### src/rtl/seg7_pkg.sv
// Shared constants and helpers for the seven-segment scan driver.
// Segment codes are logical active-high, bit order {g,f,e,d,c,b,a}.
package seg7_pkg;

    localparam logic [6:0] SEG_BLANK = 7'h00;

    localparam logic [6:0] SEG_HEX [16] = '{
        7'h3F, 7'h06, 7'h5B, 7'h4F, 7'h66, 7'h6D, 7'h7D, 7'h07,
        7'h7F, 7'h6F, 7'h77, 7'h7C, 7'h39, 7'h5E, 7'h79, 7'h71
    };

    function automatic logic [6:0] hex2seg(input logic [3:0] nibble);
        return SEG_HEX[nibble];
    endfunction

    // Width of the digit index; a single-digit bank still gets one bit.
    function automatic int idx_width(input int n);
        return (n > 1) ? $clog2(n) : 1;
    endfunction

endpackage

### src/rtl/seg7_hex_decode.sv
// Combinational hex nibble to logical seven-segment code.
module seg7_hex_decode
    import seg7_pkg::*;
(
    input  logic [3:0] nibble,
    output logic [6:0] code
);

    always_comb begin
        code = hex2seg(nibble);
    end

endmodule

### src/rtl/seg7_scan_driver.sv
// Time-multiplexed hex display driver with frame-synchronous double buffering.
// Define SEG7_LZ_BLANK_EN to enable leading-zero suppression.
module seg7_scan_driver
    import seg7_pkg::*;
#(
    parameter int NUM_DIGITS     = 4,
    parameter int REFRESH_DIV    = 100000,
    parameter int SEG_ACTIVE_LOW = 1,
    parameter int AN_ACTIVE_LOW  = 1
) (
    input  logic                                 clk,
    input  logic                                 rst,
    input  logic                                 load,
    input  logic [4*NUM_DIGITS-1:0]              value,
    input  logic [NUM_DIGITS-1:0]                blank_mask,
    output logic [6:0]                           seg,
    output logic [NUM_DIGITS-1:0]                an,
    output logic [idx_width(NUM_DIGITS)-1:0]     digit_idx,
    output logic                                 frame_pulse,
    output logic                                 pending
);

    localparam int IW = idx_width(NUM_DIGITS);
    localparam int PW = (REFRESH_DIV > 1) ? $clog2(REFRESH_DIV) : 1;
    localparam logic [IW-1:0] LAST_DIGIT = IW'(NUM_DIGITS - 1);
    localparam logic [PW-1:0] LAST_TICK  = PW'(REFRESH_DIV - 1);
    localparam logic [6:0] SEG_OFF = (SEG_ACTIVE_LOW != 0) ? ~SEG_BLANK : SEG_BLANK;
    localparam logic [NUM_DIGITS-1:0] AN_OFF =
        (AN_ACTIVE_LOW != 0) ? {NUM_DIGITS{1'b1}} : {NUM_DIGITS{1'b0}};

    logic [PW-1:0]           prescaler;
    logic                    first_cycle;
    logic                    tick;
    logic                    frame_start;
    logic [4*NUM_DIGITS-1:0] shadow_value, active_value;
    logic [NUM_DIGITS-1:0]   shadow_mask, active_mask;
    logic [NUM_DIGITS-1:0]   dark_vec;
    logic [NUM_DIGITS-1:0]   onehot;
    logic [3:0]              cur_nibble;
    logic                    cur_dark;
    logic [6:0]              cur_code;
    logic [6:0]              seg_logic, seg_next;
    logic [NUM_DIGITS-1:0]   an_logic, an_next;

    // The cycle after reset release counts as a frame start.
    always_comb begin
        tick        = (prescaler == LAST_TICK);
        frame_start = first_cycle | (tick & (digit_idx == LAST_DIGIT));
    end

    // NOTE: state registers use non-blocking assignments so every flop samples pre-edge values.
    always_ff @(posedge clk or posedge rst) begin
        if (rst) begin
            prescaler   <= '0;
            digit_idx   <= '0;
            first_cycle <= 1'b1;
            frame_pulse <= 1'b0;
        end else begin
            first_cycle <= 1'b0;
            frame_pulse <= frame_start;
            if (tick) begin
                prescaler <= '0;
                digit_idx <= (digit_idx == LAST_DIGIT) ? '0 : digit_idx + 1'b1;
            end else begin
                prescaler <= prescaler + 1'b1;
            end
        end
    end

    // NOTE: the buffers are reset too, so a value captured before a reset is never shown.
    always_ff @(posedge clk or posedge rst) begin
        if (rst) begin
            shadow_value <= '0;
            shadow_mask  <= '0;
            active_value <= '0;
            active_mask  <= '0;
            pending      <= 1'b0;
        end else begin
            if (frame_start && pending) begin
                active_value <= shadow_value;
                active_mask  <= shadow_mask;
            end
            if (load) begin
                shadow_value <= value;
                shadow_mask  <= blank_mask;
                pending      <= 1'b1;
            end else if (frame_start) begin
                pending      <= 1'b0;
            end
        end
    end

`ifdef SEG7_LZ_BLANK_EN
    logic [NUM_DIGITS-1:0] lz_dark;

    // A digit is a leading zero when it and every digit above it are zero.
    always_comb begin
        logic upper_zero;
        lz_dark    = '0;
        upper_zero = 1'b1;
        for (int i = NUM_DIGITS - 1; i > 0; i--) begin
            upper_zero = upper_zero & (active_value[4*i +: 4] == 4'h0);
            lz_dark[i] = upper_zero;
        end
    end

    assign dark_vec = active_mask | lz_dark;
`else
    assign dark_vec = active_mask;
`endif

    // NOTE: every combinational output gets a default first so no latch is inferred.
    always_comb begin
        cur_nibble = 4'h0;
        cur_dark   = 1'b0;
        onehot     = '0;
        for (int i = 0; i < NUM_DIGITS; i++) begin
            if (int'(digit_idx) == i) begin
                cur_nibble = active_value[4*i +: 4];
                cur_dark   = dark_vec[i];
                onehot[i]  = 1'b1;
            end
        end
    end

    seg7_hex_decode u_decode (
        .nibble (cur_nibble),
        .code   (cur_code)
    );

    // Prescaler at zero means the index just moved: hold the enables off for one cycle.
    always_comb begin
        seg_logic = cur_dark ? SEG_BLANK : cur_code;
        an_logic  = ((prescaler == '0) || cur_dark) ? '0 : onehot;
        seg_next  = (SEG_ACTIVE_LOW != 0) ? ~seg_logic : seg_logic;
        an_next   = (AN_ACTIVE_LOW != 0) ? ~an_logic : an_logic;
    end

    always_ff @(posedge clk or posedge rst) begin
        if (rst) begin
            seg <= SEG_OFF;
            an  <= AN_OFF;
        end else begin
            seg <= seg_next;
            an  <= an_next;
        end
    end

endmodule

### config.mk
export PLATFORM = sky130hd
export DESIGN_NAME = seg7_scan_driver
export DESIGN_NICKNAME = d
export VERILOG_FILES = /design/src/rtl/seg7_pkg.sv /design/src/rtl/seg7_hex_decode.sv /design/src/rtl/seg7_scan_driver.sv
export SDC_FILE = /design/constraint.sdc
export NUM_CORES = 1
export LEC_CHECK = 0
export BUFFER_PORTS_ARGS = -buffer_cell sky130_fd_sc_hd__buf_4
export CAP_MARGIN = 30
export CORE_MARGIN = 5
export CORE_UTILIZATION = 45
export DETAILED_ROUTE_END_ITERATION = 16
export GPL_ROUTABILITY_DRIVEN = 0
export HOLD_SLACK_MARGIN = 0.15
export SLEW_MARGIN = 10
export SYNTH_ARGS = -nofsm -noshare
export SYNTH_HDL_FRONTEND = slang
export SYNTH_SLANG_ARGS = --single-unit
### constraint.sdc
create_clock -name clk -period 3.3 [get_ports clk]
set_clock_uncertainty 0.15 [all_clocks]
set_input_delay 0.165 -clock clk [delete_from_list [all_inputs] [get_ports clk]]
set_output_delay 0.165 -clock clk [all_outputs]
set_load 0.02 [all_outputs]
Word level (Yosys, flattened, before mapping)
Memories as Yosys holds them, arrays and structs flattened.
Cells that the tools add are included.
{"block": "op_classes", "n_bitwise": 5, "addsub": 2, "magnitude_cmp": 1, "reduce_logical": 5, "n_eq_ne": 5, "muxes": 20}
{"operator": "2-to-1 mux 7 bit", "count": 3}
{"operator": "2-to-1 mux 4 bit", "count": 5}
{"operator": "adder 17 x 1 -> 17 bit, second input constant", "count": 1}
{"operator": "== test 17 bit, second input constant", "count": 1}
{"operator": "zero test 17 bit", "count": 1}
{"operator": "2-to-1 mux 17 bit", "count": 1}
{"operator": "2-to-1 mux 1 bit", "count": 10}
{"operator": "NOT 7 bit", "count": 1}
{"operator": "== test 2 bit, second input constant", "count": 3}
{"operator": "greater-or-equal comparator 5 bit, second input constant", "count": 1}
{"operator": "NOT 4 -> 5 bit", "count": 1}
{"operator": "NOT 4 bit", "count": 1}
{"operator": "adder 2 x 1 -> 2 bit, second input constant", "count": 1}
{"operator": "== test 2 x 1 -> 1 bit, second input constant", "count": 1}
{"operator": "zero test 2 bit", "count": 1}
{"operator": "2-to-1 mux 2 bit", "count": 1}
{"operator": "nonzero test 2 bit", "count": 1}
{"operator": "bitwise AND 1 bit", "count": 1}
{"operator": "logical AND 1 bit", "count": 1}
{"operator": "logical OR 1 bit", "count": 1}
{"operator": "bitwise OR 1 bit", "count": 1}
{"block": "word_totals", "mem_bits_ro": 112, "reg_bits": 73, "in_bits": 23, "n_memories": 1}
{"name": "(no name shown)", "depth": 16, "width": 7, "read_ports": 1, "rd_ports_with_merged_regs": 0, "wr": 0, "line_no": "seg7_pkg.sv:13", "text": "return SEG_HEX[nibble];"}

Depth between registers and ports, before layout
Gate-level depths: netlist of run 1.
{"block": "depth", "ltp_word": 11, "depth_mapped": 11, "depth_no_buf": 10}

Cells and area by module
From an unflattened synthesis of run 1, not the netlist that was laid out.
{"block": "hier_totals", "hier_cells": 282, "area_unflattened_um2": 3489.6}
{"mod": "seg7_scan_driver", "area_per_inst_um2": 3201.8, "cells_per_inst": 249, "instances": 1}
{"mod": "seg7_hex_decode", "area_per_inst_um2": 287.8, "cells_per_inst": 33, "instances": 1}

Worst setup path before layout of run 1
OpenSTA, ideal clock, no wires.
{"block": "synth_timing", "kind": "register to register", "startpoint": "register digit_idx[0]", "endpoint": "register seg[3]", "path_stages_with_launch": 10, "period_less_slack_ps": 2535, "arrival_ps": 2269, "slack_ps": 765, "path_cell_list": "dfrtp_1 inv_1 ha_1 or2_2 o221ai_1 inv_1 ha_1 mux2i_1 and3_1 a41oi_1"}
{"block": "synth_between", "elab_chain_cells": 11, "word_cells_on_any_way": 18}
{"element": "start, declared", "line_no": "seg7_scan_driver.sv:18", "text": "output logic [idx_width(NUM_DIGITS)-1:0] digit_idx,"}
{"element": "start signal, assigned", "line_no": "seg7_scan_driver.sv:63", "text": "digit_idx <= (digit_idx == LAST_DIGIT) ? '0 : digit_idx + 1'b1;"}
{"element": "zero test 2 bit", "line_no": "seg7_scan_driver.sv:118", "text": "if (int'(digit_idx) == i) begin"}
{"element": "2-to-1 mux 4 bit (4 in series)", "line_no": "seg7_scan_driver.sv:118"}
{"element": "NOT 4 -> 5 bit (implied by the code)", "line_no": "seg7_pkg.sv:13"}
{"element": "memory read (16 x 7 bit)"}
{"element": "2-to-1 mux 7 bit (implied by the code) (2 in series)", "line_no": "seg7_pkg.sv:13"}
{"element": "2-to-1 mux 7 bit (*)", "line_no": "seg7_scan_driver.sv:133", "text": "seg_logic = cur_dark ? SEG_BLANK : cur_code;"}
{"element": "NOT 7 bit (*)", "line_no": "seg7_scan_driver.sv:135", "text": "seg_next = (SEG_ACTIVE_LOW != 0) ? ~seg_logic : seg_logic;"}
{"element": "via seg_next[3]", "line_no": "seg7_scan_driver.sv:42", "text": "logic [6:0] seg_logic, seg_next;"}
{"element": "end signal, assigned", "line_no": "seg7_scan_driver.sv:144", "text": "seg <= seg_next;"}
{"element": "end, declared", "line_no": "seg7_scan_driver.sv:16", "text": "output logic [6:0] seg,"}
Mark *: on every way through the listed nets, which the timed path passes. The rest lies on a longest branch. The select of a mux whose other input is x is not followed.
A chain may end at the register's enable or synchronous reset.

Worst setup path in the final report of run 1
{"block": "layout_timing", "startpoint": "register digit_idx[1]", "endpoint": "register seg[3]"}
The elaborated chain is that of the path after synthesis.

==> metrics, run 1 <==
outcome completed; Synth Flop Type dfrtp_1; drc violations 0; Compound-Gate Fraction of Synth Area 6.569%; r2r startpoint digit_idx[1]$_DFFE_PP0N_; Port Buffers 37; setup TNS after final layout 0 ns; Fillers 612; Final period util 85.05%; crit path kind reg -> reg; number of I/O pins 38; Yosys top cell area share 46.06%; Setup WS pre-CTS 0.5410 ns; Seq pwr share 45.2%; via count 2243; WL per Instance 13.79 µm; Layout area overhead 32.35%; Iter 0 DRT Violations 71; cells along the critical path inv_1 > ha_1 > nor2b_1 > a22o_1 > o221ai_1 > inv_1 > ha_1 > mux2i_1 > and3_1 > a41oi_1; Die Span Y 95.82 µm; CP required 3.38 ns; Worst-path clk slew 0.07 ns; H-tree depth 3; largest net degree at the start of global routing 41; Clock Power Share 37.3%; via/cell ratio 4.941; slew margin rel. 46.98%; clk_lat worst skew 0.35 ns; nets@finish 385; library cells used by synthesis 48; Die ar. 9181 µm²; Synth area leaders dfrtp_1 46%, mux2_2 14%, dfstp_2 9.5%; Hold Buf Count CTS 42; syn_area_per_cell 12.55 µm²; Seq/Total Area, Yosys 55.57%; Post-CTS Resized 0; Post-synth EDFFs 0; global-route wire length before repair 10.86 mm; antenna diode count 0; ANT nets after route 0; R2R depth 10; Routed WL 6.261 mm; Period minus WS final 2.807 ns; Yosys reg bits 73; Crit path largest cell delay 0.50 ns; PwrDens 541.2 nW/µm²; final setup margin 0.4933 ns; synth cell count leaders 61 x dfrtp_1, 40 x mux2_2, 19 x nand2_1; Final Hold Fails 0; Min-Delay Path Class in -> async; Sink Count 73; Logic pwr share 17.5%; P_sw 0.0005629 W; proportion of synthesized area in mux cells 14.80%; Critical R2R Capture seg[3]$_DFF_PP1_; First-pass DRT Iterations 4; Core Footprint 7214 µm²; Slowest-stage cell, CP o221ai_1; critical path endpoint seg[3]$_DFF_PP1_; setup bufs post-CTS 0; Int Power 0.001811 W; most area-hungry cell type in the Yosys netlist dfrtp_1; Netlist Area Pre-Place 3314 µm²; Leakage 1.948 nW; Initial Util 45.94%; final slew viol count 0; worst-path maximum fanout 10; R2R setup slack 0.49 ns; crit start category flip-flop; clock buffer depth 2; initial antenna violation count 0; layout cells sized above 1 32.39%; die width 95.82 µm; max_cap viols 0; RSZ-0062 raised after global routing no; Peak VDD IR 0.3686 mV; Slew @ Worst Pin 0.7953 ns; Yosys Warn Count 0; Root Driver clkbuf_8; crit path DAT 2.89 ns; Final setup viols 0; Detail Placement HPWL 4.289 mm; Synth async-reset ratio 100.0%; grt ovf 0; adder and majority gate portion of the synthesized area 4.530%; number of global-route vias before repair 2305; switching part of the total 23.71%; total track usage 15.66%; Syn Nets 299; count leader, synth dfrtp_1; Worst setup startpoint digit_idx[1]$_DFFE_PP0N_; xor and xnor area share after synthesis 3.700%; cell count after synthesis 264; Fmax achieved 0.3563 GHz; largest family of logic cells by synthesized area multiplexers; CTS Buf Count 9; Rows 31; CTS tree done; post-synthesis simple-gate area fraction 11.93%; Worst setup EP type flip-flop
worst max-delay path: cells and delay by family (launching register included):
| kind | cells | cell delay [ns] |
|---|---|---|
| AO/OA/AOI/OAI | 3 | 0.75 |
| adder cells (fa/ha/maj) | 2 | 0.64 |
| buffers and inverters | 2 | 0.29 |
| flip-flops | 1 | 0.43 |
| multiplexers | 1 | 0.15 |
| AND/OR/NAND/NOR | 2 | 0.28 |
metal layers:
| layer | up-vias | GRT usage [%] | wire, µm |
|---|---|---|---|
| met1 | 1078 | 20.86 | 2911 |
| li1 | 1106 | - | - |
| met5 | - | 0 | 0 |
| met3 | 10 | 3.753 | 328 |
| met4 | 0 | 7.346 | 110 |
| met2 | 49 | 24.09 | 2910 |
flip-flops by register name (all words and copies together) (netlist names):
name,cells
shadow_mask,4
an,4
shadow_value,16
active_mask,4
active_value,16
seg,7
frame_pulse,1
pending,1
first_cycle,1
prescaler,17
digit_idx,2
power by group through the flow:
stage / Sequential [W] / Combinational [W] / Clock [W]
finish: 0.00107 / 0.000416 / 0.000886
global route: 0.00108 / 0.000463 / 0.000948
CTS: 0.00107 / 0.000419 / 0.000904
detailed placement: 0.00109 / 0.000363 / 0
global placement: 0.00109 / 0.000360 / 0
floorplan: 0.00111 / 0.000213 / 0
logic make-up (layout without fill, tap and decap cells):
| kind of cell | after synthesis | in the layout |
|---|---|---|
| compound gates | 27 | 27 |
| mux | 44 | 44 |
| xor+xnor | 14 | 14 |
| simple gates | 75 | 75 |
| other cells | 1 | 1 |
| buf+inv | 18 | 109 |
| fa+ha+maj | 12 | 12 |
| flops | 73 | 73 |
per-stage QoR:
step | util [%] | std cells | power [W] | hold slack (ns) | cell area, µm²
after CTS | 60.80 | 454 | 0.002398 | 0.3440 | 4387
after global routing | 60.80 | 454 | 0.002495 | 0.3504 | 4387
final | 60.80 | 454 | 0.002374 | 0.3468 | 4387
after detailed placement | 51.34 | 396 | 0.001455 | 0.1835 | 3704
after floorplan | - | 264 | 0.001325 | 0.1666 | 3314
after global placement | 51.34 | 396 | 0.001452 | 0.1870 | 3704
worst min-delay path by stage:
stage	cells after the start	slack, ns	endpoint	start
3_5_place_dp	2	0.18	prescaler[11]$_DFF_PP0_	rst
3_3_place_gp	2	0.19	prescaler[11]$_DFF_PP0_	rst
2_1_floorplan	1	0.17	shadow_value[14]$_DFFE_PP0P_	value[14]
4_1_cts	1	0.34	prescaler[8]$_DFF_PP0_	prescaler[8]$_DFF_PP0_
6_report	3	0.35	prescaler[15]$_DFF_PP0_	rst
5_1_grt	1	0.35	prescaler[8]$_DFF_PP0_	prescaler[8]$_DFF_PP0_
final cells by class:
cell class | count | area (µm²) | area share [%]
Sequential cell | 73 | 1842 | 41.99
Tap cell | 99 | 123.9 | 2.824
Clock inverter | 4 | 97.59 | 2.225
Clock buffer | 12 | 165.2 | 3.765
Multi-Input combinational cell | 173 | 1380 | 31.46
Inverter | 10 | 37.54 | 0.8557
Timing Repair Buffer | 83 | 740.7 | 16.89
cells in the final DEF (no fill, tap or decap), types with 2 or more instances in the layout:
cell type,synthesis,layout
nor4_1,2,2
inv_1,10,9
xor2_1,7,7
dfstp_2,12,12
ha_1,12,12
a21o_1,2,2
a211oi_1,2,2
nor2b_1,4,4
o221ai_1,4,4
nand4_1,3,3
nor2_1,13,13
dfrtp_1,61,61
o22ai_1,2,2
mux2i_1,4,4
bufinv_16,0,3
nor3b_1,3,3
o211ai_1,3,3
clkbuf_8,0,12
xnor2_1,7,7
o21ai_0,3,3
mux2_2,40,40
nor3_1,2,2
dlygate4sd3_1,0,42
nand3_1,9,9
buf_4,0,40
nand2_1,19,19
and3_1,5,5
nand2b_1,4,4
nand3b_1,3,3
(Power assumes the default switching activity.)
==> inputs of run 2 (changes only) <==
- CORE_ASPECT_RATIO: default -> 0.6
==> metrics, run 2 (synthesized netlist as in run 1, its figures left out) <==
outcome completed; Final Hold Fails 0; antenna diode count 0; commonest cells after routing, fill and taps aside 61 x dfrtp_1, 41 x buf_4, 40 x mux2_2; Detail Placement HPWL 4.772 mm; RSZ-0062 raised after global routing no; number of global-route vias before repair 2295; crit path kind reg -> reg; setup TNS after final layout 0 ns; ANT nets after route 0; largest net degree at the start of global routing 38; Die Span Y 76.48 µm; grt ovf 0; Sink Count 73; clk_lat worst skew 0.33 ns; CTS Buf Count 9; P_sw 0.0006028 W; via/cell ratio 5.173; final setup margin 0.4009 ns; Initial Util 45.99%; met3 GRT Util 5.638%; H-tree depth 3; Fmax achieved 0.3449 GHz; crit path DAT 2.96 ns; multi-input logic area 1380 µm²; Period minus WS final 2.899 ns; met2 Use GR 22.73%; CP bufs+invs 2; nets@finish 366; Slowest-stage cell, CP o221ai_1; Peak VDD IR 0.3960 mV; Routed WL 6.774 mm; final slew viol count 0; Top reg by flops prescaler; Seq pwr share 43.2%; Leakage 1.884 nW; Worst setup EP type flip-flop; CP required 3.36 ns; Die ar. 9238 µm²; worst-path maximum fanout 10; grt met1 use 23.46%; Iter 0 DRT Violations 168; Fillers 594; layout cells sized above 1 33.93%; Final period util 87.85%; Setup WS pre-CTS 0.4294 ns; clock buffer depth 2; global-route wire length before repair 11.67 mm; CTS tree done; drc violations 0; Worst-path clk slew 0.06 ns; commonest non-fill, non-tap cell in the layout dfrtp_1; First-pass DRT Iterations 4; WL per Instance 15.86 µm; biggest regs prescaler (17), active_value (16), shadow_value (16); Crit path largest cell delay 0.55 ns; Min-Delay Path Class in -> async; Rows 24; Reg area 1842 µm²; via count 2209; Final setup viols 0; Top delay family on crit path compound AO/OA/AOI/OAI gates; crit start category flip-flop; number of I/O pins 38; Layout area overhead 27.75%; Clock Power Share 41.1%; Placed Area 3701 µm²; Post-CTS Resized 0; Int Power 0.001880 W; die width 120.8 µm; initial antenna violation count 0; max_cap viols 0; cells along the critical path inv_1 > ha_1 > nor2b_1 > a22o_1 > o221ai_1 > inv_1 > ha_1 > mux2i_1 > and3_1 > a41oi_1; total track usage 16.21%; Core Util, Final 58.75%; Slew @ Worst Pin 0.8568 ns; switching part of the total 24.28%; Core Footprint 7207 µm²; PwrDens 586.4 nW/µm²; Root Driver clkbuf_16; Post-Layout Inst Area 4234 µm²; Logic pwr share 15.7%; Port Buffers 37; slew margin rel. 42.88%; most used routing layer met1; Largest register FFs 17
## run 2: cell count changes in the layout (fill, tap and decap cells not counted), sizes merged
cell	delta
clkinv	+1
clkbuf	-1
dlygate4sd3	-20
bufinv	-1
buf	+1
clkinvlp	+1
## run 2: area by class of cell
type                    count  area share (%)
flip-flops and latches     73           43.50
multi-input cells         173           32.59
repair buffers             64           12.94
clock buffers              11           5.496
well taps                  91           2.689
clock inverters             5           1.891
inverters                  10          0.8865
## run 2: layer usage
metal	vias up	part of all wire, %
met5	-	0
met3	10	5.0
met1	1091	50
met4	0	1.4
met2	42	43
li1	1066	-
## run 2: power by group through the flow
stage / clock network, W / logic (W) / registers (W)
3_5_place_dp: 0 / 0.000371 / 0.00109
6_report: 0.00102 / 0.000389 / 0.00107
3_3_place_gp: 0 / 0.000366 / 0.00109
2_1_floorplan: 0 / 0.000213 / 0.00111
5_1_grt: 0.00108 / 0.000429 / 0.00109
4_1_cts: 0.00104 / 0.000393 / 0.00108
## run 2: worst paths after layout
path,startpoint,endpoint,slack [ns],cells after the start
setup / recovery,digit_idx[1]$_DFFE_PP0N_,seg[3]$_DFF_PP1_,0.40,10
hold / removal,rst,prescaler[2]$_DFF_PP0_,0.19,3
setup reg to reg,digit_idx[1]$_DFFE_PP0N_,seg[3]$_DFF_PP1_,0.40,10
hold reg to reg,shadow_value[2]$_DFFE_PP0P_,shadow_value[2]$_DFFE_PP0P_,0.35,1
max in group asynchronous,rst,an[2]$_DFF_PP1_,2.03,4
min in group clk,shadow_value[2]$_DFFE_PP0P_,shadow_value[2]$_DFFE_PP0P_,0.35,1
## run 2: repair_timing
action,CTS,global route
endpoints found under the hold margin,83,0
setup buffers,0,0
hold buffers,22,0
## run 2: worst register-to-register path, delay by kind of cell (launching register included)
family | cells | cell delay (ns)
compound gates | 3 | 0.80
fa+ha+maj | 2 | 0.67
buf+inv | 2 | 0.31
flops | 1 | 0.42
mux | 1 | 0.13
simple gates | 2 | 0.29
## run 2: metrics by stage
step | cells | total power (W) | hold WS [ns]
after floorplan | 264 | 0.001325 | 0.1666
after global placement | 389 | 0.001456 | -0.007498
after detailed placement | 389 | 0.001462 | -0.003228
after CTS | 427 | 0.002511 | 0.1921
after global routing | 427 | 0.002594 | 0.2246
final | 427 | 0.002483 | 0.1887
